[config.mk]
export PLATFORM = sky130hd
export DESIGN_NAME = display_scan
export DESIGN_NICKNAME = d
export VERILOG_FILES = /design/src/rtl/display_pkg.sv /design/src/rtl/display_scan_seg7_decoder.sv /design/src/rtl/display_scan.sv
export SDC_FILE = /design/constraint.sdc
export NUM_CORES = 1
export LEC_CHECK = 0
export CORE_UTILIZATION = 35
export DETAILED_ROUTE_END_ITERATION = 10
export GPL_ROUTABILITY_DRIVEN = 1
export RECOVER_POWER = 100
export SETUP_SLACK_MARGIN = 0.15
export SLEW_MARGIN = 5
export SYNTH_ARGS = -nofsm -noshare
export SYNTH_HDL_FRONTEND = slang
export SYNTH_SLANG_ARGS = --single-unit
[constraint.sdc]
create_clock -name clk -period 2.3 [get_ports clk]
set_input_delay 0.23 -clock clk [delete_from_list [all_inputs] [get_ports clk]]
set_output_delay 0.23 -clock clk [all_outputs]
set_load 0.02 [all_outputs]
[src/rtl/display_pkg.sv]
// Shared widths, scan-word layout and seven-segment code table for the display scanner.
package display_pkg;

    localparam int DIGIT_W    = 4;
    localparam int NUM_DIGITS = 4;
    localparam int SEG_W      = 8;
    localparam int SCAN_W     = 12;
    localparam int SEL_LSB    = 8;
    localparam int IDX_W      = 2;

    // Segment codes, bit order g..a, active-high, indexed by hex value.
    localparam logic [6:0] SEG7_CODE [16] = '{
        7'h3F, 7'h06, 7'h5B, 7'h4F, 7'h66, 7'h6D, 7'h7D, 7'h07,
        7'h7F, 7'h6F, 7'h77, 7'h7C, 7'h39, 7'h5E, 7'h79, 7'h71
    };

    typedef struct packed {
        logic [NUM_DIGITS*DIGIT_W-1:0] digits;
        logic [NUM_DIGITS-1:0]         dp;
        logic [NUM_DIGITS-1:0]         blank;
    } disp_t;

endpackage

[src/rtl/display_scan_seg7_decoder.sv]
// Combinational hex nibble to seven-segment (g..a) decoder.
module seg7_decoder
    import display_pkg::*;
(
    input  logic [DIGIT_W-1:0] hex,
    output logic [6:0]         seg
);

    always_comb begin
        seg = SEG7_CODE[hex];
    end

endmodule

[src/rtl/display_scan.sv]
// Four-digit seven-segment scan driver with frame-aligned double buffering.
// Emits {one-hot select, dp+segments} one cycle after the selected index.
module display_scan
    import display_pkg::*;
#(
    parameter int CLK_DIV = 50000,
    parameter int CNT_W   = 16
) (
    input  logic                          clk,
    input  logic                          rst_n,
    input  logic                          en,
    input  logic                          load,
    input  logic [NUM_DIGITS*DIGIT_W-1:0] digits,
    input  logic [NUM_DIGITS-1:0]         dp,
    input  logic [NUM_DIGITS-1:0]         blank,
    output logic [SCAN_W-1:0]             scan_out,
    output logic                          frame_done
);

    localparam logic [CNT_W-1:0] CNT_TC = CNT_W'(CLK_DIV - 1);

    logic [CNT_W-1:0]   cnt;
    logic [IDX_W-1:0]   idx;
    disp_t              pending;
    disp_t              shadow;
    disp_t              incoming;
    logic               pending_valid;
    logic               wrap_d;

    logic               tc;
    logic               wrap;
    logic [DIGIT_W-1:0] cur_digit;
    logic [6:0]         cur_seg;
    logic [SCAN_W-1:0]  scan_next;

    assign tc       = en && (cnt == CNT_TC);
    assign wrap     = tc && (idx == IDX_W'(NUM_DIGITS - 1));
    assign incoming = '{digits: digits, dp: dp, blank: blank};

    always_ff @(posedge clk or negedge rst_n) begin
        if (!rst_n) begin
            cnt <= '0;
            idx <= '0;
        end else if (tc) begin
            cnt <= '0;
            idx <= idx + IDX_W'(1);
        end else if (en) begin
            cnt <= cnt + CNT_W'(1);
        end
    end

    // A load landing on the wrap edge bypasses pending so the next frame shows it.
    always_ff @(posedge clk or negedge rst_n) begin
        if (!rst_n) begin
            pending       <= '0;
            shadow        <= '0;
            pending_valid <= 1'b0;
        end else begin
            if (load && wrap) begin
                shadow        <= incoming;
                pending_valid <= 1'b0;
            end else if (load) begin
                pending       <= incoming;
                pending_valid <= 1'b1;
            end else if (wrap && pending_valid) begin
                shadow        <= pending;
                pending_valid <= 1'b0;
            end
        end
    end

    assign cur_digit = shadow.digits[{idx, 2'b00} +: DIGIT_W];

    seg7_decoder u_seg7_decoder (
        .hex (cur_digit),
        .seg (cur_seg)
    );

    always_comb begin
        scan_next = '0;
        scan_next[SCAN_W-1:SEL_LSB] = 4'b0001 << idx;
        if (!shadow.blank[idx]) begin
            scan_next[SEG_W-1:0] = {shadow.dp[idx], cur_seg};
        end
    end

    // frame_done is delayed twice so it lines up with digit 0 of the new frame on scan_out.
    always_ff @(posedge clk or negedge rst_n) begin
        if (!rst_n) begin
            scan_out   <= '0;
            wrap_d     <= 1'b0;
            frame_done <= 1'b0;
        end else begin
            scan_out   <= en ? scan_next : '0;
            wrap_d     <= wrap;
            frame_done <= en && wrap_d;
        end
    end

endmodule

==> flow_summary_export.csv, run 1 <==
group,metric,value,unit
outcome,outcome,"finished, final reports clean",
timing,drv_slew,0,
grt,grt_pass1_vias,2390,
layout,finish.instance_area,4650,um^2
synthesis,yosysMostFrequentCell,"dfrtp_1",
critical_path,r2r_cells,6,
critical_path,worstSetupPathType,"flop to flop",
route,post_drt_wl_per_cell,14.0,um
placed_design,hpwl,4750,um
layout,multi_input_area,1730,um^2
critical_path,arrival,2340,ps
synthesis,synth_adder_area_share,3.58,%
timing,fin_worst_skew,10.9,ps
placed_design,place_area,4490,um^2
clock_network,root_buffer,"clkbuf_8",
layout,drive_gt1_share,31.2,%
floorplan,die_x,107,um
critical_path,cp_slowest_cell,"dfrtp_1",
placed_design,gp_congestion,0.770,
timing,rsz0062_at_grt,"true",
synthesis,synth-edff-count,0,
synthesis,synth_mux_area_share,26.4,%
timing,slew_headroom,27.6,%
worst_hold_path,hold_start,"wrap_d$_DFF_PN0_",
synthesis,synth_top_area_cell,"dfrtp_1",
power_and_ir_drop,vdd_ir_drop_max,0.273,mV
clock_network,clkSinkCount,81,
placed_design,io_buffers,40,
timing,setup_viol,0,
route,wl,6740,um
critical_path,required,2540,ps
timing,hold_viol,0,
synthesis,syn_inst,289,
critical_path,start_kind,"flop",
layout,nFillCells,1000,
grt,grt-ovfl-total,0,
critical_path,setup.worst_path.end_class,"flop",
floorplan,fp.dieArea,11400,um^2
clock_network,cts_tree,"done",
floorplan,ioPinCount,41,
synthesis,netlist_area,3850,um^2
route,viasPerCell,4.88,
layout,nets,380,
critical_path,worst-path-max-fanout,24,
grt,grt_pass1_wl,11500,um
critical_path,reg2reg_from,"cnt[0]$_DFFE_PN0P_",
synthesis,synth-xor-area-share,3.19,%
floorplan,fp-row-count,37,
synthesis,synth_fp_nets,328,
route,drt_iter0_markers,37,
synthesis,synth_top_area_share,52.7,%
timing,tns,0,ps
route,vias,2351,
route,drtAntennaViolNets,0,
critical_path,reg2reg_slack,200,ps
synthesis,synth.distinct_cells,37,
worst_hold_path,holdPathEnd,"frame_done$_DFF_PN0_",
route,drc,0,
power_and_ir_drop,p_per_area,623,nW/um^2
synthesis,ys_top_cells_by_count,"dfrtp_1 (81), mux2_2 (70), nor2_1 (19)",
timing,fmax,476,MHz
floorplan,die_h,107,um
clock_network,clock_latency,360,ps
synthesis,synth_ff_type,"dfrtp_1",
synthesis,synth_seq_cells,81,
synthesis,ys_seq_area_share,52.7,%
route,drt_pass1_iterations,4,
worst_hold_path,hp-class,"flop to flop",
grt,antenna_found_initial,0,
synthesis,synth_top_family_by_area,"multiplexers",
synthesis,syn-mean-instance-area,13.3,um^2
timing,worstMarginPinSlew,1090,ps
critical_path,reg2reg_to,"shadow[11]$_DFFE_PN0P_",
power_and_ir_drop,power_leakage,2.06,nW
synthesis,synth_compound_area_share,1.98,%
worst_hold_path,min_path_cells,1,
clock_network,clkTransAtPathRegs,80,ps
clock_network,cts.htree.levels,3,
synthesis,yosys.area_share.simple,9.53,%
clock_network,post_cts_buffers,0,
layout,register_area,2030,um^2
synthesis,async_flop_share,100,%
floorplan,coreArea,10500,um^2
synthesis,yosys_warnings,0,
synthesis,synthTopCellsByArea,"dfrtp_1 (53%), mux2_2 (20%), ha_1 (3.6%)",
clock_network,cts_buffers,9,
clock_network,clockBufferDepth,2,
timing,fin_crit,2100,ps
floorplan,initial_utilization,36.6,%
job,max_cap_viol_count,0,
timing,fin_crit_sh,91.3,%
layout,diodes,0,
critical_path,max_stage_delay,410,ps
critical_path,path_cells,"ha_1, nand4_4, or2_4, nor4b_2, buf_12, mux2_2",
grt,grt_max_degree,82,
layout,synthToLayoutAreaGrowth,20.9,%
grt,grt_use_total,13.1,%
[power breakdown]
part | total (mW) | switching [mW] | internal [mW]
logic | 0.324 | 0.141 | 0.183
clock network | 0.972 | 0.518 | 0.454
registers | 1.60 | 0.0861 | 1.51
total | 2.90 | 0.745 | 2.15
[per-layer routing]
| metal | part of all wire [%] | vias up | track usage [%] |
|---|---|---|---|
| met5 | 0 | - | 0 |
| li1 | - | 1127 | - |
| met2 | 51 | 37 | 21.6 |
| met3 | 3.3 | 7 | 3.47 |
| met1 | 45 | 1180 | 16.5 |
| met4 | 1.4 | 0 | 4.99 |
[logic make-up (layout without fill, tap and decap cells)]
group                    after synthesis  after routing
AND/OR/NAND/NOR                       64             64
XOR/XNOR                              14             14
adder cells (fa/ha/maj)               11             11
AO/OA/AOI/OAI                         12             12
flip-flops                            81             81
multiplexers                          85             85
buffers and inverters                 22             79
[worst max path at each step]
stage,start,endpoint
final,cnt[0]$_DFFE_PN0P_,shadow[11]$_DFFE_PN0P_
after global routing,cnt[0]$_DFFE_PN0P_,shadow[2]$_DFFE_PN0P_
after CTS,cnt[5]$_DFFE_PN0P_,shadow[11]$_DFFE_PN0P_
after detailed placement,en,shadow[11]$_DFFE_PN0P_
after global placement,en,shadow[13]$_DFFE_PN0P_
after floorplan,cnt[0]$_DFFE_PN0P_,shadow[0]$_DFFE_PN0P_
[critical path: cells and delay by family, from the launching register on]
family / cells / cell delay [ps]
adders and majority gates: 1 / 230
DFF: 1 / 410
muxes: 1 / 350
and+or+nand+nor: 3 / 750
buffers and inverters: 1 / 230
[flip-flops by register name, summed over array words and instances (netlist names)]
register	flops
cnt	16
frame_done	1
idx	2
pending	24
pending_valid	1
scan_out	12
shadow	24
wrap_d	1
[cell type report]
class	instances	area share [%]
sequential	81	43.6
multi-input combinational	186	37.2
timing repair buffer	53	10.7
tap	136	3.66
clock buffer	11	3.26
clock inverter	5	0.861
inverter	10	0.807
[layout by cell type (no fill, tap or decap), types with 3 or more instances in the layout]
| master | Yosys | routed |
|---|---|---|
| dlygate4sd3_1 | 0 | 15 |
| and3_1 | 3 | 3 |
| nand4_1 | 4 | 4 |
| nand2_1 | 8 | 8 |
| nor4_1 | 4 | 3 |
| nor2_1 | 19 | 19 |
| inv_1 | 10 | 10 |
| clkbuf_8 | 0 | 11 |
| mux4_2 | 6 | 6 |
| ha_1 | 11 | 11 |
| buf_4 | 0 | 5 |
| clkbuf_4 | 0 | 3 |
| clkinvlp_4 | 0 | 3 |
| and2_1 | 5 | 5 |
| nand3_1 | 5 | 5 |
| o21ai_0 | 4 | 4 |
| clkbuf_1 | 7 | 4 |
| nand2b_1 | 3 | 3 |
| dfrtp_1 | 81 | 81 |
| mux2_2 | 70 | 70 |
| xor2_1 | 6 | 6 |
| xnor2_1 | 8 | 8 |
| mux2i_1 | 7 | 7 |
| nor3_1 | 4 | 4 |
| clkdlybuf4s50_1 | 0 | 25 |
[metrics by stage]
step | hold slack [ps] | utilization, % | std cells | worst slack (ps) | total power [mW]
6_report | 480 | 44.3 | 482 | 199 | 2.90
2_1_floorplan | -65.6 | - | 289 | 201 | 1.80
3_3_place_gp | 294 | 42.7 | 465 | 142 | 1.95
4_1_cts | 446 | 44.6 | 482 | 178 | 2.95
5_1_grt | 501 | 44.3 | 482 | 85.4 | 3.06
3_5_place_dp | 295 | 42.7 | 465 | 135 | 1.96
[timing repair]
action                                 4_1_cts  5_1_grt
resized for setup                            0        3
setup endpoints to repair                    0       25
hold buffers                                 1        0
endpoints found under the hold margin       81        0
No activity file was read; power rests on OpenSTA's default activity.
==> run 2: changes to the inputs <==
--- a/config.mk
+++ b/config.mk
@@ -6,6 +6,7 @@
 export NUM_CORES = 1
 export LEC_CHECK = 0
 export CORE_UTILIZATION = 35
+export CTS_CLUSTER_SIZE = 30
 export DETAILED_ROUTE_END_ITERATION = 10
 export GPL_ROUTABILITY_DRIVEN = 1
 export RECOVER_POWER = 100
==> results of run 2 <==
Final layout, timing and power as in run 1 (identical DEF).
